## config.mk

```make
export PLATFORM = sky130hd
export DESIGN_NAME = code_decoder
export DESIGN_NICKNAME = d
export VERILOG_FILES = /design/src/rtl/code_decoder.sv
export SDC_FILE = /design/constraint.sdc
export NUM_CORES = 1
export LEC_CHECK = 0
export BUFFER_PORTS_ARGS = -buffer_cell sky130_fd_sc_hd__buf_2
export CAP_MARGIN = 20
export CORE_MARGIN = 3
export CORE_UTILIZATION = 30
export CTS_CLUSTER_DIAMETER = 150
export DETAILED_ROUTE_END_ITERATION = 8
export GPL_TIMING_DRIVEN = 0
export PLACE_DENSITY_LB_ADDON = 0.05
export SLEW_MARGIN = 20
export SYNTH_ARGS = -nofsm -noshare
export SYNTH_HDL_FRONTEND = slang
export SYNTH_SLANG_ARGS = --single-unit
```

## constraint.sdc

```tcl
create_clock -name clk -period 2.5 [get_ports clk]
set_clock_uncertainty 0.2 [all_clocks]
set_input_delay 0.25 -clock clk [delete_from_list [all_inputs] [get_ports clk]]
set_output_delay 0.25 -clock clk [all_outputs]
set_load 0.02 [all_outputs]
```

## src/rtl/code_decoder.sv

```systemverilog
// code_decoder: two-stage valid/ready pipeline that turns BCD / Gray / XS-3 / XS-5
// bytes back into 4-bit binary. It flags invalid codes and counts them with a
// saturating counter.
module code_decoder #(
    parameter int CNT_W = 8
) (
    input  logic             clk,
    input  logic             init_in,
    input  logic             in_valid,
    output logic             in_ready,
    input  logic [7:0]       code_in,
    input  logic [1:0]       mode_in,
    output logic             out_valid,
    input  logic             out_ready,
    output logic [3:0]       bin_out,
    output logic             err_out,
    input  logic             clr_cnt_in,
    output logic [CNT_W-1:0] err_cnt_out
);

    localparam logic [CNT_W-1:0] CNT_MAX = {CNT_W{1'b1}};

    // Decode one code for the selected mode. Result is {err, bin}.
    // The range check uses the full 8 bits; truncation to 4 bits happens last.
    function automatic logic [4:0] decode(input logic [7:0] c, input logic [1:0] m);
        logic [3:0] n;
        logic [3:0] g;
        logic [7:0] d;
        logic       ok;
        n  = c[3:0];
        g  = '0;
        d  = '0;
        ok = 1'b0;
        case (m)
            2'b00: begin
                if (c[7:4] == 4'd0 && n <= 4'd9) begin
                    ok = 1'b1;
                    d  = {4'd0, n};
                end else if (c[7:4] == 4'd1 && n <= 4'd5) begin
                    ok = 1'b1;
                    d  = {4'd0, n} + 8'd10;
                end
            end
            2'b01: begin
                if (c[7:4] == 4'd0) begin
                    g[3] = n[3];
                    g[2] = g[3] ^ n[2];
                    g[1] = g[2] ^ n[1];
                    g[0] = g[1] ^ n[0];
                    ok   = 1'b1;
                    d    = {4'd0, g};
                end
            end
            2'b10: begin
                if (c >= 8'd3 && c <= 8'd12) begin
                    ok = 1'b1;
                    d  = c - 8'd3;
                end else if (c >= 8'd67 && c <= 8'd72) begin
                    ok = 1'b1;
                    d  = c - 8'd57;
                end
            end
            default: begin
                if (c >= 8'd5 && c <= 8'd14) begin
                    ok = 1'b1;
                    d  = c - 8'd5;
                end else if (c >= 8'd101 && c <= 8'd106) begin
                    ok = 1'b1;
                    d  = c - 8'd91;
                end
            end
        endcase
        return ok ? {1'b0, d[3:0]} : 5'b1_0000;
    endfunction

    logic             vld_p1;
    logic             vld_p2;
    logic [7:0]       code_p1;
    logic [1:0]       mode_p1;
    logic [3:0]       bin_p2;
    logic             err_p2;
    logic [CNT_W-1:0] cnt;
    logic             s2_adv;
    logic             in_xfer;
    logic             out_xfer;
    logic [4:0]       dec_p1;

    // Handshake: S2 moves when empty or drained, and S1 follows S2.
    always_comb begin
        s2_adv   = !vld_p2 || out_ready;
        in_ready = init_in && (!vld_p1 || s2_adv);
        in_xfer  = in_valid && in_ready;
        out_xfer = vld_p2 && out_ready;
        dec_p1   = decode(code_p1, mode_p1);
    end

    // Stage 1 data capture: only loaded on an accepted transfer, no reset needed.
    always_ff @(posedge clk) begin
        if (in_xfer) begin
            code_p1 <= code_in;
            mode_p1 <= mode_in;
        end
    end

    // Valid bits, stage 2 result and error counter; reset discards in-flight codes.
    always_ff @(posedge clk) begin
        if (!init_in) begin
            vld_p1 <= 1'b0;
            vld_p2 <= 1'b0;
            bin_p2 <= '0;
            err_p2 <= 1'b0;
            cnt    <= '0;
        end else begin
            // ---- S1 boundary ----
            if (in_ready) begin
                vld_p1 <= in_valid;
            end
            // ---- S2 boundary ----
            if (s2_adv) begin
                vld_p2 <= vld_p1;
                if (vld_p1) begin
                    err_p2 <= dec_p1[4];
                    bin_p2 <= dec_p1[3:0];
                end
            end
            if (clr_cnt_in) begin
                cnt <= '0;
            end else if (out_xfer && err_p2 && cnt != CNT_MAX) begin
                cnt <= cnt + 1'b1;
            end
        end
    end

    assign out_valid   = vld_p2;
    assign bin_out     = bin_p2;
    assign err_out     = err_p2;
    assign err_cnt_out = cnt;

endmodule
```

==> impl_results.md <==
* Die Area at 6480 um^2
* GPL Wtd Cong at 0.862
* Final WS setup at 0.107 ns
* Clk buf depth at 2
* Hold Startpoint: init_in
* Layout cells sized above 1 at 0.264
* Worst Reg-to-Reg Cells at 10
* Area grow syn2layout at 28.1%
* Hold WS at 0.0658 ns
* Crit Path Max Fanout at 10
* Worst slew pin tran at 0.561 ns
* Post-route antenna net violation count at 0
* Compound-Gate Fraction of Synth Area at 0.216
* DR pass1 iterations at 4
* CTS tree: done
* Final setup fails at 0
* Worst path max stage delay at 0.38 ns
* Worst path slowest cell: edfxtp_1
* Setup CP Type: flip-flop to flip-flop
* Via density at 4.98
* Top post-synthesis cells by area: dfxtp_1 (18%), edfxtp_1 (18%), ha_1 (11%)
* Max-slew headroom at 0.623
* Syn Nets at 207
* Final net count at 257
* Final min period at 2.39 ns
* Starting Density at 0.318
* Period utilisation layout at 0.957
* DP Worst Slack at -0.250 ns
* N_diodes at 0
* First-pass GRT wire length at 6790 um
* Seq/Total Area, Yosys at 0.361
* Root Buffer: clkbuf_8
* Die H at 80.5 um
* Fin area at 2130 um^2
* M1 GR Usage at 0.185
* Register Area at 601 um^2
* H-tree levels at 1
* Outcome: finished clean
* Reg2reg setup slack at 0.11 ns
* Final Hold Fails at 0
* Seq cells post-synth at 25
* Maximum clock frequency at 0.418 GHz
* GRT Util Overall at 0.134
* GR Util met3 at 0.0235
* LEAKAGE at 0.000892 uW
* Rows at 26
* Post-synth top area cell: dfxtp_1
* Die W at 80.5 um
* Critical path capture point type: flip-flop
* Total number of vias at 1,480
* EDFF count, synth at 10
* Vias in the first global route at 1,409
* Port bufs at 29
* Max-slew violations at 0
* Synth top area share at 0.180
* DR WL/cell at 14.0 um
* Number of distinct library cells after synthesis at 53
* DRT Wirelength at 4160 um
* Initial antenna violation count at 0
* Synth Cell Area at 1670 um^2
* Critical Path AT at 2.38 ns
* Core area at 5240 um^2
* Hold Crit Depth at 2
* Hold path endpoint: err_out
* Number of warning messages in the yosys log at 0
* Area share of xor/xnor cells in the synthesized design at 0.0526
* DRC Markers at 0
* Final global-route overflow total at 0
* Crit start category: flip-flop
* Mapped Cells at 178
* Post-synthesis mux area share at 0.0240
* Global routing met2 resource utilization at 0.221
* Largest family of logic cells by synthesized area: compound AO/OA/AOI/OAI gates
* Cells along the critical path: buf_2 -> inv_1 -> ha_1 -> nor2b_1 -> o21ai_2 -> buf_4 -> a21oi_1 -> nor3b_2 -> a211oi_2 -> a221oi_2
* Worst skew pair latency at 0.27 ns
* PD cells at 385 nW/um^2
* MaxCap Viol Count at 0
* Async SR Flop Fraction at 0
* Area of the multi-input gates at 1060 um^2
* First DRT Iteration DRCs at 103
* Simple-Gate Fraction of Synth Area at 0.214
* Worst min-delay path class: input pin to flip-flop
* Detailed placer's ending HPWL at 3200 um
* Placed instance area at 1900 um^2
* Max IR drop VDD at 162 uV
* Primary FF master, synth: dfxtp_1
* Fillers at 521
* Busiest grt layer: met2
* Cts bufs inserted at 3
* Worst R2R End: bin_out[3]
* Clock slew at reported path FFs at 0.09 ns
* Req. time, crit path at 2.49 ns
* Pin count of the biggest net entering global routing at 15
* Sink Count at 25
* FF-to-FF Start: code_p1[0]
* # IOs at 30
* Overall Power at 820 uW
* Area share of fa/ha/maj cells after synthesis at 0.105
* Mean Syn Cell Area at 9.36 um^2
[area by class of cell]
class,instances,share of cell area
clock buffers,3,0.0194
flip-flops and latches,25,0.282
clock inverters,1,0.00235
repair buffers,45,0.137
multi-input cells,141,0.495
inverters,9,0.0158
well taps,70,0.0411
plain buffers,3,0.00762
[registers in the layout (all words and copies together) (netlist names)]
name and cells:
err_cnt_out 8, out_valid 1, vld_p1 1, bin_out 4
code_p1 8, err_out 1, mode_p1 2
[synth_stat cells (all sizes together), types with 3 or more instances]
| master | instances |
|---|---|
| nor2b | 4 |
| nor2 | 18 |
| and2 | 4 |
| o211ai | 4 |
| mux2i | 4 |
| a211oi | 4 |
| xor2 | 4 |
| dfxtp | 15 |
| nand2b | 5 |
| nand3 | 3 |
| inv | 9 |
| a31oi | 3 |
| o21ai | 8 |
| xnor2 | 6 |
| nand2 | 18 |
| ha | 14 |
| a21oi | 10 |
| edfxtp | 10 |
[stage by stage]
step / std cells / setup TNS, ns / util
after floorplan: 178 / 0 / -
after global placement: 277 / -0.760 / 0.362
after detailed placement: 277 / -0.807 / 0.362
after CTS: 294 / 0 / 0.397
after global routing: 297 / -0.0214 / 0.407
final: 297 / 0 / 0.407
[cell families (layout without fill, tap and decap cells)]
kind of cell / after synthesis / after routing
flip-flops: 25 / 25
XOR/XNOR: 10 / 10
buffers and inverters: 12 / 61
AND/OR/NAND/NOR: 66 / 66
AO/OA/AOI/OAI: 47 / 47
multiplexers: 4 / 4
adder cells (fa/ha/maj): 14 / 14
[layout by cell type, fill, tap and decap left out, drive strengths merged, types with 3 or more instances in the layout]
cell type | synthesis | layout
nor2 | 18 | 18
nand3 | 3 | 3
a21oi | 10 | 10
and2 | 4 | 4
mux2i | 4 | 4
nand2b | 5 | 5
ha | 14 | 14
dlygate4sd3 | 0 | 11
nor2b | 4 | 4
a31oi | 3 | 3
o211ai | 4 | 4
inv | 9 | 9
dfxtp | 15 | 15
clkbuf | 1 | 3
buf | 2 | 37
xnor2 | 6 | 6
edfxtp | 10 | 10
o21ai | 8 | 8
xor2 | 4 | 4
a211oi | 4 | 4
nand2 | 18 | 18
[worst max-delay path, delay by kind of cell, from the launching register on]
kind,cells,cell delay (ns)
buffers and inverters,3,0.47
adder cells (fa/ha/maj),1,0.26
AND/OR/NAND/NOR,2,0.41
flip-flops,1,0.38
AO/OA/AOI/OAI,4,0.61
[how the worst max path moves through the flow]
stage / from / endpoint / slack, ns / cells past startpoint
finish: code_p1[0] / bin_out[3] / 0.11 / 10
global route: code_p1[0] / bin_out[2] / -0.01 / 10
CTS: code_p1[2] / bin_out[2] / 0.08 / 8
detailed placement: code_p1[2] / bin_out[2] / -0.25 / 8
global placement: code_p1[2] / bin_out[2] / -0.23 / 8
floorplan: code_p1[2] / bin_out[2] / 0.18 / 8
[metal layers]
layer  vias to the layer above  wire length [um]
li1                        741                 -
met1                       703              2030
met2                        34              1970
met3                         2               136
met4                         0                23
met5                         -                 0
[power by group]
group / switching [uW] / leakage, uW / internal (uW)
Clock: 126 / 0.0000255 / 111
Combinational: 71.4 / 0.000652 / 61.5
Sequential: 13.6 / 0.000215 / 436
[what timing repair did]
item,4_1_cts,5_1_grt
endpoints found under the setup margin,5,5
pin swaps,0,2
hold buffers,11,0
resized for setup,3,11
setup buffers,2,3
hold endpoints to repair,11,0
Note: power is estimated with default switching activity, not from simulation.
